[src/rtl/ram_port_arbiter.sv]
// rtl/ram_port_arbiter.sv - two-port RAM command arbiter with in-order read-owner tag FIFO
// Build option: RAM_ARB_RR_EN selects round-robin arbitration (default fixed priority, port 0 wins).
module ram_port_arbiter #(
    parameter int READ_DEPTH = 4,
    parameter int ADDR_W     = 25
) (
    input  logic              clk50,
    input  logic              reset,
    input  logic              r0_req,
    input  logic              r0_we,
    input  logic [ADDR_W-1:0] r0_address,
    input  logic [15:0]       r0_data,
    output logic              r0_op_begun,
    output logic [15:0]       r0_rdata,
    output logic              r0_rvalid,
    input  logic              r1_req,
    input  logic              r1_we,
    input  logic [ADDR_W-1:0] r1_address,
    input  logic [15:0]       r1_data,
    output logic              r1_op_begun,
    output logic [15:0]       r1_rdata,
    output logic              r1_rvalid,
    output logic              ram_req,
    output logic              ram_we,
    output logic [ADDR_W-1:0] ram_address,
    output logic [15:0]       ram_wdata,
    input  logic              ram_op_begun,
    input  logic [15:0]       ram_rdata,
    input  logic              ram_rvalid,
    output logic              arb_error
);
    localparam int PW = $clog2(READ_DEPTH);
    localparam int CW = PW + 1;

    typedef enum logic [1:0] {IDLE, BUSY0, BUSY1} state_t;

    state_t                state;
    logic [READ_DEPTH-1:0] tag_mem;
    logic [PW-1:0]         wr_ptr;
    logic [PW-1:0]         rd_ptr;
    logic [CW-1:0]         tag_count;
    logic                  suppress;
`ifdef RAM_ARB_RR_EN
    logic                  rr_ptr;
`endif

    logic elig0, elig1, pick1, push, pop, head;

    always_comb begin
        elig0 = r0_req && (r0_we || (tag_count < CW'(READ_DEPTH)));
        elig1 = r1_req && (r1_we || (tag_count < CW'(READ_DEPTH)));
`ifdef RAM_ARB_RR_EN
        pick1 = elig1 && (!elig0 || rr_ptr);
`else
        pick1 = elig1 && !elig0;
`endif
        push        = ram_op_begun && (state != IDLE) && !ram_we;
        pop         = ram_rvalid && (tag_count != '0);
        head        = tag_mem[rd_ptr];
        r0_op_begun = ram_op_begun && (state == BUSY0);
        r1_op_begun = ram_op_begun && (state == BUSY1);
        r0_rvalid   = pop && !head;
        r1_rvalid   = pop && head;
        r0_rdata    = ram_rdata;
        r1_rdata    = ram_rdata;
    end

    always_ff @(posedge clk50) begin
        if (reset) begin
            state       <= IDLE;
            ram_req     <= 1'b0;
            ram_we      <= 1'b0;
            ram_address <= '0;
            ram_wdata   <= '0;
            wr_ptr      <= '0;
            rd_ptr      <= '0;
            tag_count   <= '0;
            arb_error   <= 1'b0;
            // Returns for reads abandoned by reset must not flag an error.
            suppress    <= 1'b1;
`ifdef RAM_ARB_RR_EN
            rr_ptr      <= 1'b0;
`endif
        end else begin
            case (state)
                IDLE: begin
                    if (elig0 || elig1) begin
                        ram_req     <= 1'b1;
                        ram_we      <= pick1 ? r1_we : r0_we;
                        ram_address <= pick1 ? r1_address : r0_address;
                        ram_wdata   <= pick1 ? r1_data : r0_data;
                        state       <= pick1 ? BUSY1 : BUSY0;
                    end
                end
                BUSY0, BUSY1: begin
                    if (ram_op_begun) begin
                        ram_req <= 1'b0;
                        state   <= IDLE;
`ifdef RAM_ARB_RR_EN
                        rr_ptr  <= (state == BUSY0);
`endif
                    end
                end
                default: state <= IDLE;
            endcase

            if (push) begin
                tag_mem[wr_ptr] <= (state == BUSY1);
                wr_ptr          <= wr_ptr + 1'b1;
                suppress        <= 1'b0;
            end
            if (pop)
                rd_ptr <= rd_ptr + 1'b1;

            case ({push, pop})
                2'b10:   tag_count <= tag_count + 1'b1;
                2'b01:   tag_count <= tag_count - 1'b1;
                default: tag_count <= tag_count;
            endcase

            if (ram_rvalid && (tag_count == '0) && !suppress)
                arb_error <= 1'b1;
        end
    end
endmodule

[config.mk]
export PLATFORM = sky130hd
export DESIGN_NAME = ram_port_arbiter
export DESIGN_NICKNAME = d
export VERILOG_FILES = /design/src/rtl/ram_port_arbiter.sv
export SDC_FILE = /design/constraint.sdc
export NUM_CORES = 1
export LEC_CHECK = 0
export CAP_MARGIN = 0
export CORE_MARGIN = 5
export CORE_UTILIZATION = 28
export DETAILED_ROUTE_END_ITERATION = 16
export PLACE_DENSITY = 0.63
export SYNTH_ARGS = -nofsm -noshare
export SYNTH_HDL_FRONTEND = slang
export SYNTH_SLANG_ARGS = --single-unit
[constraint.sdc]
create_clock -name clk50 -period 2.25 [get_ports clk50]
set_input_delay 0.45 -clock clk50 [delete_from_list [all_inputs] [get_ports clk50]]
set_output_delay 0.45 -clock clk50 [all_outputs]
set_load 0.01 [all_outputs]
# Word level (Yosys, flattened, before mapping)
# Cells that the tools add are included.
[word_totals] reg_bits=58 input_bits=106 out_inout_bits=80 word_cells=73
[op_classes] n_addsub=4 n_lt_le_gt_ge=4 eq_ne=6 muxes=16 n_bitwise=1 n_reduce_logical=31
[op_table] cell="$mux W25" count=1
[op_table] cell="$mux W16" count=1
[op_table] cell="$logic_and A1 B1 Y1" count=13
[op_table] cell="$lt A2 B3 Y1 const B" count=2
[op_table] cell="$mux W2" count=3
[op_table] cell="$pmux W3 S2" count=1
[op_table] cell="$reduce_and A2 Y1" count=3
[op_table] cell="$reduce_bool A2 Y1" count=3
[op_table] cell="$mux W1" count=5
[op_table] cell="$add A2 B1 Y2 const B" count=2
[op_table] cell="$bwmux W4" count=1
[op_table] cell="$eq A2 B1 Y1 const B" count=2
[op_table] cell="$eq A2 B2 Y1 const B" count=2
[op_table] cell="$logic_not A1 Y1" count=4
[op_table] cell="$ne A2 B2 Y1 const B" count=2
[op_table] cell="$pmux W2 S2" count=1
[op_table] cell="$add A3 B1 Y3 const B" count=1
[op_table] cell="$logic_not A3 Y1" count=1
[op_table] cell="$logic_or A1 B1 Y1" count=3
[op_table] cell="$lt A3 B3 Y1 const B" count=1
[op_table] cell="$reduce_and A3 Y1" count=1
[op_table] cell="$reduce_bool A3 Y1" count=1
[op_table] cell="$sub A3 B1 Y3 const B" count=1
[op_table] cell="$bmux W1 S2" count=1
[op_table] cell="6 further kinds" count=6

# Depth between registers and ports, before layout
[logic_depth] word_depth=8 depth_mapped=10

# Worst setup path after synthesis
# OpenSTA, ideal clock, no wires.
[synth_path] path_type="reg2reg" from="register state[0]" to="register tag_count[2]" setup_time_ns=0.071 arrival_ns=2.028 slack_ns=0.152 path_stages_with_launch=11 n_path_buf=0 synth_period_minus_slack_ns=2.098 cell_sequence="dfxtp_1 > inv_1 > ha_1 > inv_1 > nand3b_1 > ha_1 > inv_1 > fa_1 > xor2_1 > or3_1 > a21oi_1"
[synth_between] elab_chain_len=5
[synth_rtl] element="start: declaration" line_no="37" rtl="state_t state;"
[synth_rtl] element="start signal: assignment" line_no="92" rtl="state <= pick1 ? BUSY1 : BUSY0;"
[synth_rtl] element="$reduce_bool A2 Y1 (*)" line_no="57" rtl="push = ram_op_begun && (state != IDLE) && !ram_we;"
[synth_rtl] element="$logic_and A1 B1 Y1 (*) (2 in a row)" line_no="57"
[synth_rtl] element="$eq A2 B1 Y1 or $eq A2 B2 Y1 (tied branches)" line_no="115" rtl="case ({push, pop})"
[synth_rtl] element="$pmux W3 S2 or $reduce_bool A2 Y1 (tied branches)"
[synth_rtl] element="end signal: assignment" line_no="116" rtl="2'b10: tag_count <= tag_count + 1'b1;"
[synth_rtl] element="end signal: assignment" line_no="117" rtl="2'b01: tag_count <= tag_count - 1'b1;"
[synth_rtl] element="end signal: assignment" line_no="118" rtl="default: tag_count <= tag_count;"
[synth_rtl] element="end: declaration" line_no="41" rtl="logic [CW-1:0] tag_count;"
# Mark *: on every way between the ends. The rest lies on a longest branch, timed or not.
# A chain may end at the register's enable or synchronous reset.

# Worst setup path in the final report
[layout_path] from="input port ram_op_begun" to="output port r0_op_begun"
[layout_between] elab_chain_len=1
[layout_rtl] element="start: declaration" line_no="27" rtl="input logic ram_op_begun,"
[layout_rtl] element="$logic_and A1 B1 Y1" line_no="60" rtl="r0_op_begun = ram_op_begun && (state == BUSY0);"
[layout_rtl] element="end: declaration" line_no="13" rtl="output logic r0_op_begun,"
# Every way passes these cells.

==> results.tsv <==
metric	value	unit
WL final	8.671	mm
worst hold slack	0.4623	ns
post-detail-place hpwl	6.372	mm
final instance area	4807	um^2
row count	38	
VDD IR max	0.0003934	V
max-cap violations	0	
placed insts	593	
Netlist Area Pre-Place	3167	um^2
Placed Area	4531	um^2
total gr overflow	0	
endpoint class of the critical path	output port	
terminus of the critical flop-to-flop path	tag_count[2]	
Longest Clk Path Bufs	2	
Tot GR Track Use	12.99	%
post-synthesis simple-gate area fraction	19.64	%
worst-path fanout max	4	
antenna cells	0	
Setup Skew	0.005064	ns
compound-gate portion of the synthesized area	22.05	%
largest cells by area after synthesis	dfxtp_1 (34%), a311oi_2 (14%), nand2_1 (10%)	
I/O Pins	186	
Leak	1.849	nW
Pins Over Slew Limit	0	
fmax	466.5	MHz
Die H	116.4	um
share of the synthesized area in the top cell type	34.14	%
synth unique cells	43	
initial core utilization	28.83	%
layout cells sized above 1	14.50	%
vias per cell	4.598	
GRT busiest layer	met2	
Final Hold Violating Endpoints	0	
critical path data arrival time	1.69	ns
antenna-violating nets left	0	
FILL cells	1077	
Cell Count, Final, Fillers Out	609	
hold depth	1	
vias in the first global route	2841	
Critical Path RT	1.80	ns
met1 Track Usage GR	15.01	%
Pre-antenna DRT Iters	5	
first-pass GRT wire length	13.77	mm
r2r setup slk	0.12	ns
Seq/Total Area, Yosys	37.93	%
Seq cells post-synth	58	
post-layout min period	2.144	ns
Core Area	10980	um^2
CTS tree	built	
final setup fails	0	
most frequent cells in the layout	clkdlybuf4s50_1 (134), nand2_1 (85), nor2_1 (53), dfxtp_1 (53), a311oi_2 (29)	
Pwr per Cell Area	776.4	nW/um^2
via count	2800	
Hold EP	suppress	
Synth Net Count	471	
hold crit path type	flop to flop	
xor and xnor area share after synthesis	1.383	%
Die W	116.4	um
actual slew at the worst max-slew pin	0.6087	ns
CTS root buf	clkbuf_16	
largest family of logic cells by synthesized area	compound AO/OA/AOI/OAI gates	
Rel. slew slack	59.42	%
clk_lat worst skew	0.32	ns
yosys warns	0	
kind of critical path	input pin to output port	
number of DRC markers in iteration 0	91	
Critical Path Start Type	input pin	
syn_area_per_cell	8.895	um^2
mux cell area share after synthesis	1.027	%
Clock transition at path regs	0.05	ns
antenna violations before repair	0	
commonest non-fill, non-tap cell in the layout	clkdlybuf4s50_1	
met3 Use GR	5.078	%
Port Buf Inserts	137	
reg2reg path depth	10	
Avg WL per Cell	14.24	um
Post-Synthesis Cells	356	
DRC	0	
met2 Use GR	21.40	%
FF-to-FF Start	state[0]	
Final GP Congestion	0.7714	
outcome	complete, no violations	
Num CTS Buffers	9	
die area	13540	um^2
Final nets	579	
RSZ-0062 raised after global routing	no	
Synth-to-Final Area Change	51.80	%
period utilization	95.27	%
largest net degree at the start of global routing	47	
Post-Synth Adder-Cell Area	3.793	%
cell taking the most area after synthesis	dfxtp_1	
H-tree lvl count	3	
Sink Count	58	
hold path start	suppress	
Hold Buf Count CTS	0	
==> Yosys cell counts <==
library cell	n
inv_1	10
a21oi_1	4
and2_1	7
o31ai_1	1
clkbuf_1	5
nand2_1	85
a31oi_1	1
o21ai_0	1
nand3b_1	2
o221a_1	1
o41ai_1	1
nand4b_1	1
nand2b_1	1
xnor2_1	2
or3_1	1
o31a_1	1
buf_1	1
o21ba_2	1
fa_1	1
mux2i_1	1
a22oi_1	1
nor2_1	53
inv_2	1
a21o_1	1
o221ai_2	1
nor3_1	2
a21boi_0	1
and2b_1	1
nor2b_1	1
a311oi_2	29
buf_6	6
a32oi_1	1
xor2_1	3
a311oi_1	13
mux4_2	1
edfxtp_1	4
a22o_1	1
o2bb2ai_1	1
dfxtp_1	54
o21bai_1	1
buf_4	39
buf_2	5
ha_1	8
==> state kept, by name, summed over array words and instances, names as in the netlist <==
register and cells:
rd_ptr 2, ram_req 1, state 2, tag_count 3, ram_we 1, suppress 1, ram_address 25, ram_wdata 16
arb_error 1, wr_ptr 2, tag_mem 4
==> worst max path at each step <==
| stage | to | startpoint | cells after the start |
|---|---|---|---|
| floorplan | tag_count[2] | state[0] | 10 |
| global placement | tag_count[2] | ram_rvalid | 8 |
| detailed placement | r0_rvalid | ram_rvalid | 5 |
| CTS | tag_count[2] | state[0] | 10 |
| global route | tag_count[2] | state[0] | 10 |
| finish | r0_op_begun | ram_op_begun | 4 |
==> worst max-delay path: stages <==
cell and delay, ns:
clkdlybuf4s50_1 0.48, buf_4 0.12, and2_1 0.11, clkdlybuf4s50_1 0.53
==> area by class of cell <==
| class | count | area, um^2 | share of cell area, % |
|---|---|---|---|
| clock buffer | 13 | 260.3 | 5.414 |
| clock inverter | 3 | 15.01 | 0.3123 |
| inverter | 11 | 41.29 | 0.8589 |
| multi-input combinational | 231 | 1541 | 32.07 |
| sequential | 58 | 1202 | 25.01 |
| tap | 140 | 175.2 | 3.644 |
| timing repair buffer | 153 | 1572 | 32.69 |
==> metal layers <==
metal / routed length, um / vias up
li1: - / 1406
met1: 3679 / 1278
met2: 4117 / 95
met3: 701 / 21
met4: 173 / 0
met5: 0 / -
==> stage by stage <==
step	power, mW	TNS (ns)	setup slack, ns	utilization, %
floorplan	1.991	0	0.1519	-
global placement	2.491	-0.2143	-0.08746	41.25
detailed placement	2.512	-0.3405	-0.1390	41.25
CTS	3.799	0	0.08132	43.75
global route	3.966	0	0.008112	43.77
finish	3.732	0	0.1063	43.77
==> power breakdown <==
group / total (mW) / leakage [nW] / switching (mW) / internal, mW
logic: 1.19 / 1.22 / 0.535 / 0.655
registers: 1.28 / 0.486 / 0.0903 / 1.19
clock network: 1.26 / 0.139 / 0.458 / 0.799
total: 3.73 / 1.85 / 1.08 / 2.65
==> kinds of logic after synthesis <==
| group | Yosys count |
|---|---|
| XOR/XNOR | 5 |
| adder cells (fa/ha/maj) | 9 |
| flip-flops | 58 |
| AO/OA/AOI/OAI | 61 |
| multiplexers | 2 |
| buffers and inverters | 67 |
| AND/OR/NAND/NOR | 154 |
==> repair_timing <==
| action | CTS | global route |
|---|---|---|
| hold endpoints to repair | 0 | 0 |
| setup endpoints to repair | 2 | 1 |
| buffers inserted | 0 | 0 |
| gates resized for setup | 3 | 1 |
| gates cloned | 0 | 0 |
Note: power is estimated with default switching activity, not from simulation.
